## src/rtl/vote_link_if.sv

```systemverilog
// Link between the vote transmitter and its remote peer.
// The transmitter side is the master (drives cts, ctr, v_out);
// the peer side is the slave (drives rtr, rts, v_in).
interface vote_link_if;
  logic       rtr;
  logic       rts;
  logic [3:0] v_in;
  logic       cts;
  logic       ctr;
  logic [3:0] v_out;

  modport master (input rtr, rts, v_in, output cts, ctr, v_out);
  modport slave  (output rtr, rts, v_in, input cts, ctr, v_out);
endinterface

```

## src/rtl/vote_link_peer.sv

```systemverilog
// Remote peer of the vote transmitter: accepts words over rtr/cts,
// answers each over rts/ctr, and ends the session by returning the
// END code so the transmitter echoes it and returns to standby.
//
//   state    | meaning
//   IDLE     | no session, waiting for go
//   REQ      | rtr high, waiting for cts with a word
//   EVAL     | one cycle: form the reply or detect END
//   WAIT_CTR | reply loaded, waiting for ctr
//   ANSWER   | rts high, waiting for ctr to drop
//   RELEASE  | rtr low, waiting for cts to drop
//   FIN      | END received, waiting for cts to drop
//   ERR      | watchdog expired, waiting for go
module vote_link_peer #(
  parameter int MAX_ROUNDS = 4,
  parameter int TIMEOUT    = 255,
  parameter int CNT_W      = 8
) (
  input  logic             clock,
  input  logic             reset,
  input  logic             go,
  input  logic [3:0]       mask,
  vote_link_if.slave       link,
  output logic [3:0]       last_word,
  output logic [CNT_W-1:0] word_count,
  output logic             busy,
  output logic             done,
  output logic             err
);

  localparam logic [2:0] IDLE     = 3'd0;
  localparam logic [2:0] REQ      = 3'd1;
  localparam logic [2:0] EVAL     = 3'd2;
  localparam logic [2:0] WAIT_CTR = 3'd3;
  localparam logic [2:0] ANSWER   = 3'd4;
  localparam logic [2:0] RELEASE  = 3'd5;
  localparam logic [2:0] FIN      = 3'd6;
  localparam logic [2:0] ERR      = 3'd7;

  localparam logic [3:0] END_CODE = 4'b0110;
  localparam logic [3:0] SUB_CODE = 4'b1110;

  localparam int RND_W = (MAX_ROUNDS < 2) ? 1 : $clog2(MAX_ROUNDS + 1);
  localparam int WD_W  = (TIMEOUT < 2) ? 1 : $clog2(TIMEOUT + 1);

  logic [2:0]       state;
  logic [2:0]       state_nxt;
  logic [RND_W-1:0] round;
  logic [WD_W-1:0]  wd;
  logic             waiting;
  logic             wd_expire;
  logic [3:0]       masked;
  logic [3:0]       reply;

  // Watchdog expiry and the masked reply (END is never sent as a data reply)
  always_comb begin
    waiting   = (state == REQ) || (state == WAIT_CTR) || (state == ANSWER) ||
                (state == RELEASE) || (state == FIN);
    wd_expire = (TIMEOUT != 0) && waiting && (wd == WD_W'(TIMEOUT - 1));
    masked    = last_word ^ mask;
    reply     = (masked == END_CODE) ? SUB_CODE : masked;
  end

  // Next-state decode; expiry overrides any handshake progress
  always_comb begin
    state_nxt = state;
    if (wd_expire) begin
      state_nxt = ERR;
    end else begin
      case (state)
        IDLE:     if (go)        state_nxt = REQ;
        REQ:      if (link.cts)  state_nxt = EVAL;
        EVAL:     state_nxt = (last_word == END_CODE) ? FIN : WAIT_CTR;
        WAIT_CTR: if (link.ctr)  state_nxt = ANSWER;
        ANSWER:   if (!link.ctr) state_nxt = RELEASE;
        RELEASE:  if (!link.cts) state_nxt = REQ;
        FIN:      if (!link.cts) state_nxt = IDLE;
        ERR:      if (go)        state_nxt = IDLE;
        default:  state_nxt = IDLE;
      endcase
    end
  end

  // State register, busy flag and watchdog (cleared on every state change)
  always_ff @(posedge clock or posedge reset) begin
    if (reset) begin
      state <= IDLE;
      busy  <= 1'b0;
      wd    <= '0;
    end else begin
      state <= state_nxt;
      busy  <= (state_nxt != IDLE) && (state_nxt != ERR);
      if (TIMEOUT == 0 || !waiting || state_nxt != state)
        wd <= '0;
      else
        wd <= wd + WD_W'(1);
    end
  end

  // Handshake outputs, capture datapath and status flags
  always_ff @(posedge clock or posedge reset) begin
    if (reset) begin
      link.rtr   <= 1'b0;
      link.rts   <= 1'b0;
      link.v_in  <= 4'b0000;
      last_word  <= 4'b0000;
      word_count <= '0;
      round      <= '0;
      done       <= 1'b0;
      err        <= 1'b0;
    end else begin
      done <= 1'b0;
      if (wd_expire) begin
        link.rtr <= 1'b0;
        link.rts <= 1'b0;
        err      <= 1'b1;
      end else begin
        case (state)
          IDLE: if (go) begin
            round    <= '0;
            link.rtr <= 1'b1;
          end
          REQ: if (link.cts) begin
            last_word <= link.v_out;
            if (word_count != '1) word_count <= word_count + CNT_W'(1);
            if (round < RND_W'(MAX_ROUNDS)) round <= round + RND_W'(1);
          end
          EVAL: begin
            if (last_word == END_CODE)
              link.rtr <= 1'b0;
            else if (round >= RND_W'(MAX_ROUNDS))
              link.v_in <= END_CODE;
            else
              link.v_in <= reply;
          end
          WAIT_CTR: if (link.ctr) link.rts <= 1'b1;
          ANSWER:   if (!link.ctr) link.rtr <= 1'b0;
          RELEASE: if (!link.cts) begin
            link.rts <= 1'b0;
            link.rtr <= 1'b1;
          end
          FIN:     if (!link.cts) done <= 1'b1;
          ERR:     if (go) err <= 1'b0;
          default: ;
        endcase
      end
    end
  end

endmodule

```

## src/flat_wrapper.sv

```systemverilog
// flat-port wrapper written by rule: the top's interface ports become plain ports
module vote_link_peer_flat 
#(
  parameter int MAX_ROUNDS = 4,
  parameter int TIMEOUT    = 255,
  parameter int CNT_W      = 8
)
  (clock, reset, go, mask, last_word, word_count, busy, done, err, link_rtr, link_rts, link_v_in, link_cts, link_ctr, link_v_out);
  vote_link_if link_i ();
  input  logic clock;
  input  logic reset;
  input  logic go;
  input  logic [3:0] mask;
  output logic [3:0] last_word;
  output logic [CNT_W-1:0] word_count;
  output logic busy;
  output logic done;
  output logic err;
  output wire logic [$bits(link_i.rtr)-1:0] link_rtr;
  output wire logic [$bits(link_i.rts)-1:0] link_rts;
  output wire logic [$bits(link_i.v_in)-1:0] link_v_in;
  input wire logic [$bits(link_i.cts)-1:0] link_cts;
  input wire logic [$bits(link_i.ctr)-1:0] link_ctr;
  input wire logic [$bits(link_i.v_out)-1:0] link_v_out;
  assign link_rtr = link_i.rtr;
  assign link_rts = link_i.rts;
  assign link_v_in = link_i.v_in;
  assign link_i.cts = link_cts;
  assign link_i.ctr = link_ctr;
  assign link_i.v_out = link_v_out;
  vote_link_peer #(.MAX_ROUNDS(MAX_ROUNDS), .TIMEOUT(TIMEOUT), .CNT_W(CNT_W)) u_core (.clock(clock), .reset(reset), .go(go), .mask(mask), .link(link_i), .last_word(last_word), .word_count(word_count), .busy(busy), .done(done), .err(err));
endmodule
```

## config.mk

```make
export PLATFORM = sky130hd
export DESIGN_NAME = vote_link_peer_flat
export DESIGN_NICKNAME = d
export VERILOG_FILES = /design/src/rtl/vote_link_if.sv /design/src/rtl/vote_link_peer.sv /design/src/flat_wrapper.sv
export SDC_FILE = /design/constraint.sdc
export NUM_CORES = 1
export LEC_CHECK = 0
export ABC_AREA = 1
export CORE_AREA = 2 2 71 73
export CTS_CLUSTER_DIAMETER = 30
export CTS_CLUSTER_SIZE = 10
export DETAILED_ROUTE_END_ITERATION = 10
export DIE_AREA = 0 0 73 75
export PLACE_DENSITY_LB_ADDON = 0.3
export REMOVE_ABC_BUFFERS = 1
export SYNTH_ARGS = -nofsm -noshare
export SYNTH_HDL_FRONTEND = slang
export SYNTH_SLANG_ARGS = --single-unit
```

## constraint.sdc

```tcl
create_clock -name clock -period 1.7 [get_ports clock]
set_input_delay 0.34 -clock clock [delete_from_list [all_inputs] [get_ports clock]]
set_output_delay 0.34 -clock clock [all_outputs]
set_load 0.01 [all_outputs]
```

==> reports/metrics.cfg <==
[detailed_routing]
drt-pass1-iter-count = 4
viasPerCell = 4.94
wirelength_mm = 4.45
drtAntennaViolNets = 0
vias = 1701
drt_iter0_markers = 69
drc_errors = 0
wire_per_inst_um = 12.9

[sta]
clock.fmax_ghz = 0.584
period_needed_ns = 1.71
finalWorstSetupSlack_ns = -0.0110
hold_viol = 0
slew_headroom = 0.710
final_max_slew_viol_count = 0
finClkSkew_ns = 0.00731
tns_ns = -0.0110
setup_viol = 1
timing.final.crit_share = 1.01
tightest_slew_ns = 0.436
grt_setup_unrepaired = true

[worst_hold_path]
hold_path_class = primary input to asynchronous set/reset pin

[floorplan]
core_area_sq_um = 4660
chipHeight_um = 75
io_pins = 34
start_util = 0.464
rows = 25
die_width_um = 73
design.die.area_sq_um = 5480

[placement]
place_inst = 325
place_area_sq_um = 2700
gp_congestion = 0.887
hpwlAfterDp_mm = 3.13
port_buffers = 33
pre_cts_slack_ns = -0.194

[pwr]
powerDensity_nw_per_um2 = 1590
pwr-share-clk = 0.124
p_leak_nw = 1.38
netSwitchingPower_w = 0.00201
power.total_w = 0.00470
seq_power_share = 0.277
sw_frac_of_total = 0.427
internal_power_w = 0.00270
combPwrFrac = 0.599
peakVddDrop_uv = 697

[synth]
yosysUniqueCellTypes = 36
synth_top_cell_by_area = dfrtp_1
synth_seq_cells = 35
synth_top_area_frac = 0.405
synthFlopType = dfrtp_1
avgSynthCellArea_sq_um = 9.79
synth_cells = 221
ys_seq_area_frac = 0.405
yosysMostFrequentCell = nand2_1
synth_warnings = 0
yosys-top-cells-count = nand2_1 (38), dfrtp_1 (35), inv_1 (18)
synth_edf_count = 0
synth_area_leaders = dfrtp_1 (40%), nand2_1 (6.6%), nor3_2 (4.6%)
syn_area_sq_um = 2160
async_flop_share = 1.00

[grt]
antenna_found_initial = 0
grt_pass1_wl_mm = 7.06
track_usage = 0.167
grt_pass1_vias = 1621
gr-total-overflow = 0
grt_max_degree = 36

[setup_path]
critPathSlowestCell = clkdlybuf4s50_1
crit_path_frequent_cell = nand3_4
max_stage_delay_ns = 0.56
critPathKind = primary input to flop
cp.required_ns = 1.90
start_kind = primary input
crit_chain = clkdlybuf4s50_1 -> inv_1 -> nand3_2 -> nand3_4 -> nor2_4 -> nand3_4 -> nand2_2 -> nand3_4 -> nor3_2
crit_arrival_ns = 1.92
endpoint_kind = flop
crit_fanout = 8

[layout]
drive_gt1_frac = 0.366
area_growth_pct = 37.0
n_antenna_cell = 0
final_area_sq_um = 2960
nFillCells = 383
nets = 307
stdcell_count = 344

[clock_tree]
clockBufferDepth = 2
htreeDepth = 2
clk_pin_slew_ns = 0.07
cts_root_buf = clkbuf_8
cts_tree = done
numCtsBuffers = 5
insertion_delay_ns = 0.29
clkSinkCount = 35

[outcome]
status = finished with violations
violations = setup timing

[job]
drv_cap = 0

## layout by cell type, fill, tap and decap left out, types with 5 or more instances in the layout
cell type        synthesis  layout
nand3_2                  4       6
buf_12                   0       5
nand2_4                  7       8
nor3_2                  10       9
clkdlybuf4s50_1          0      33
nor2_1                  13      12
xnor2_1                  9       9
clkbuf_8                 0       5
inv_1                   18      17
dfrtp_1                 35      32
xor2_1                   8       8
nand3_1                 10       8
nand2_1                 38      34
buf_4                    0      24
nand2_2                  9      12
nor2_4                   7       7
o21ai_0                  6       6
## power groups by stage
stage	registers, W	clock network [W]	logic [W]
final	0.00130	0.000581	0.00282
after floorplan	0.00148	0	0.00141
after detailed placement	0.00134	0	0.00255
after global placement	0.00133	0	0.00253
after CTS	0.00133	0.000597	0.00256
after global routing	0.00134	0.000622	0.00308
## sequential cells by signal, summed over array words and instances, names as in the netlist, 3 cells and up
signal / flops
u_core.last_word: 4
u_core.word_count: 8
u_core.round: 3
u_core.wd: 8
u_core.state: 3
u_core.link.v_in: 4
## cells by family after synthesis
logic type               after synthesis  synth area share
AO/OA/AOI/OAI                         18            0.0457
multiplexers                           2            0.0104
AND/OR/NAND/NOR                      118             0.382
adder cells (fa/ha/maj)                5            0.0289
XOR/XNOR                              17            0.0688
buffers and inverters                 26            0.0596
flip-flops                            35             0.405
## worst paths after layout
kind,start,end,slack [ns],cells after the start
hold reg to reg,u_core.link.rtr$_DFFE_PP0P_,u_core.link.rtr$_DFFE_PP0P_,0.49,2
setup reg to reg,u_core.state[2]$_DFF_PP0_,u_core.wd[2]$_DFF_PP0_,0.01,10
min in group clock,u_core.link.rtr$_DFFE_PP0P_,u_core.link.rtr$_DFFE_PP0P_,0.49,2
setup / recovery,link_cts,u_core.wd[2]$_DFF_PP0_,-0.01,9
max in group asynchronous,reset,u_core.state[2]$_DFF_PP0_,0.92,3
hold / removal,reset,u_core.round[0]$_DFFE_PP0P_,0.45,3
## cell type report
cell class                 instances  area [sq um]  area share
clock buffer                       7          76.3      0.0257
multi-input combinational        160          1210       0.407
timing repair buffer              64           633       0.214
tap                               54          67.6      0.0228
inverter                          23          95.1      0.0321
clock inverter                     1          5.00     0.00169
sequential                        35           880       0.297
## timing repair
action                                  CTS  global route
setup buffers                             0            11
resized for setup                         1            19
pin swaps                                 0            10
hold buffers                              0             0
endpoints found under the setup margin   13            15
## metrics by stage
stage / hold slack [ns] / utilization
2_1_floorplan: 0.412 / -
3_3_place_gp: 0.467 / 0.580
3_5_place_dp: 0.475 / 0.580
4_1_cts: 0.463 / 0.598
5_1_grt: 0.509 / 0.636
6_report: 0.450 / 0.636
## critical path: cells and delay by family
| kind | cells | cell delay [ns] |
|---|---|---|
| simple gates | 7 | 0.90 |
| buf+inv | 2 | 0.67 |
## layer usage
metal  vias up  GRT usage  part of all wire
met4         0     0.0617             0.012
met2        38      0.284              0.49
met1       805      0.207              0.45
met3         6     0.0402             0.043
met5         -          0                 0
li1        852          -                 -
Note: power is estimated with default switching activity, not from simulation.
==> patch: new RTL, config.mk and constraints unchanged <==
`CNT_W` is set to 8 in 2 places; all go to 12.
--- a/src/rtl/vote_link_peer.sv
+++ b/src/rtl/vote_link_peer.sv
@@ -16,3 +16,3 @@
   parameter int TIMEOUT    = 255,
-  parameter int CNT_W      = 8
+  parameter int CNT_W      = 12
 ) (
--- a/src/flat_wrapper.sv
+++ b/src/flat_wrapper.sv
@@ -5,3 +5,3 @@
   parameter int TIMEOUT    = 255,
-  parameter int CNT_W      = 8
+  parameter int CNT_W      = 12
 )
Interface: changed (resized word_count); port bits go from 34 to 38. The function was not compared with the original's and may differ.
==> patch against the original RTL <==
  * Fmax increased by 2.1%
  * Sequential cell count up 4
  * Power increased by 12%
  * Routed wire length grew 10%
  * Cell area rose by 5.6%
  * Synthesized area up 8.2%
  * Global-route usage up 2.3 points
  * Setup slack better by 0.035 ns
  * Largest cell class unchanged
==> patch: results (changes against the original RTL) <==
| Metric | Value |
|---|---|
| Layout cells sized above 1 | `0.2647 (-0.1008)` |
| Vias in the first global route | `1887 (+16%)` |
| CTS Buf Count | `5 (unchanged)` |
| Port Buffers | `37 (+12%)` |
| Worst path arrival time | `1.91 ns` |
| Synth area leaders | `dfrtp_1 42%, nand2_1 9.6%, xor2_1 5.6%` |
| Synth Warn # | `0 (unchanged)` |
| Largest regs | `u_core.word_count x12, u_core.wd x8` |
| Clock skew | `0.006483 ns (-0.0008223 ns)` |
| Count of cell types in the netlist | `34 (-5.6%)` |
| H-tree levels | `2 (unchanged)` |
| Root Buffer | `clkbuf_8` |
| Initial antenna violation count | `0 (unchanged)` |
| N_diodes | `0 (unchanged)` |
| First-pass GRT wire length | `8121 um (+15%)` |
| RD Place Congestion | `0.9728 (+9.7%)` |
| Placed inst area | `2915 um^2 (+7.9%)` |
| WL/cell | `12.46 um (-3.8%)` |
| Skew-Pair Late Insertion Delay | `0.29 ns (about the same)` |
| Fraction of registers with async set/reset | `1.000 (unchanged)` |
| Worst VDD drop | `0.9000 mV (+29%)` |
| Worst-case clock buffer depth | `2 (unchanged)` |
| Sequential fraction of the synthesis area | `0.4171 (+0.01225)` |
| Final antenna-violating net count | `0 (unchanged)` |
| Detailed-placement wirelength estimate | `3567 um (+14%)` |
| Final wirelength | `4908 um (+10%)` |
| Worst-margin pin slew | `0.2904 ns (-0.1453 ns)` |
| Status | `finished, final reports clean` |
| 1st-iter DRT viols | `95 (+38%)` |
| Placed Instances | `380 (+17%)` |
| Reg2Reg Depth | `8 (-2)` |
| Post-Syn Area per Cell | `8.634 um^2 (-12%)` |
| Peak fanout along the critical path | `8 (unchanged)` |
| Worst-path clk slew | `0.08 ns` |
| Average vias per placed instance | `4.959 (+0.30%)` |
| All-layer global routing usage | `0.1907 (+0.02342)` |
| Nets@finish | `357 (+16%)` |
| Largest net degree at the start of global routing | `40 (+11%)` |
| Initial DRT Pass Iterations | `4 (unchanged)` |
| Dominant synthesized flop cell | `dfrtp_1` |
| Leak | `1.507 nW (+9.1%)` |
| Top post-synthesis cells by count | `60 x nand2_1, 39 x dfrtp_1, 32 x inv_1` |
| Worst hold-check path type | `primary input to asynchronous set/reset pin` |
==> patch: cell count changes in the layout (fill, tap and decap cells not counted), sizes merged, moves of 3 or more <==
cell and change:
xor2 +7, inv +13, a21oi +3, dfrtp +4, nor3 -6, xnor2 -4, o21ai +8, clkdlybuf4s50 +3
nor2 +11, nand2 +12
==> patch: path summary, 6_finish.rpt <==
kind / from / end / slack, ns
max in group asynchronous: reset / u_core.state[0] / 1.11
worst min-delay path: reset / u_core.word_count[8] / 0.39
worst max register to register: u_core.state[1] / u_core.wd[3] / 0.02
worst min register to register: u_core.err / u_core.err / 0.49
min in group clock: u_core.err / u_core.err / 0.49
worst max-delay path: u_core.state[1] / u_core.wd[3] / 0.02
==> patch: stage by stage <==
stage	setup slack [ns]	utilization	TNS, ns
floorplan	-0.5794	-	-5.810
global placement	-0.1699	0.6255	-3.474
detailed placement	-0.1966	0.6255	-4.027
CTS	0.01248	0.6513	0
global route	-0.08228	0.6714	-0.6774
finish	0.02362	0.6714	0
==> patch: kinds of logic (layout without fill, tap and decap cells) <==
| kind of cell | count (synthesis) | in the layout | share of synthesized area |
|---|---|---|---|
| simple gates | 134 | 134 | 0.2984 |
| buf+inv | 41 | 110 | 0.08716 |
| flops | 39 | 39 | 0.4171 |
| compound gates | 30 | 30 | 0.08609 |
| xor+xnor | 20 | 20 | 0.07487 |
| fa+ha+maj | 5 | 5 | 0.02674 |
| mux | 2 | 2 | 0.009625 |
==> patch: layout make-up <==
class | count | area, um^2
tap | 54 | 67.56
sequential | 39 | 978.4
fill | 377 | 1531
inverter | 35 | 136.4
multi-input combinational | 191 | 1202
clock inverter | 2 | 35.03
clock buffer | 6 | 82.58
timing repair buffer | 67 | 626.9
==> patch: where the power goes <==
group / switching [mW] / internal [mW] / leakage (nW)
sequential: 0.300 / 1.24 / 0.496
combinational: 1.49 / 1.40 / 0.949
clock: 0.339 / 0.475 / 0.0612
total: 2.13 / 3.11 / 1.51
==> patch: critical path, stage by stage, from the launching register on <==
cell,delay (ns)
dfrtp_2,0.50
buf_6,0.16
nand4_1,0.14
inv_1,0.09
nor2_2,0.16
nand4_4,0.14
nand2_2,0.10
nand4_4,0.19
nor2_2,0.14
==> patch: layer usage <==
metal | share of wire | global-route usage | vias to the layer above
met3 | 0.041 | 0.04284 | 6
met2 | 0.47 | 0.3053 | 39
met5 | 0 | 0 | -
met1 | 0.47 | 0.2541 | 910
li1 | - | - | 999
met4 | 0.015 | 0.07202 | 0
==> patch: repair_timing <==
item | in CTS | in global routing
buffers inserted | 0 | 6
pin swaps | 0 | 8
endpoints found under the setup margin | 14 | 24
gates resized for setup | 2 | 16
cloned | 0 | 0
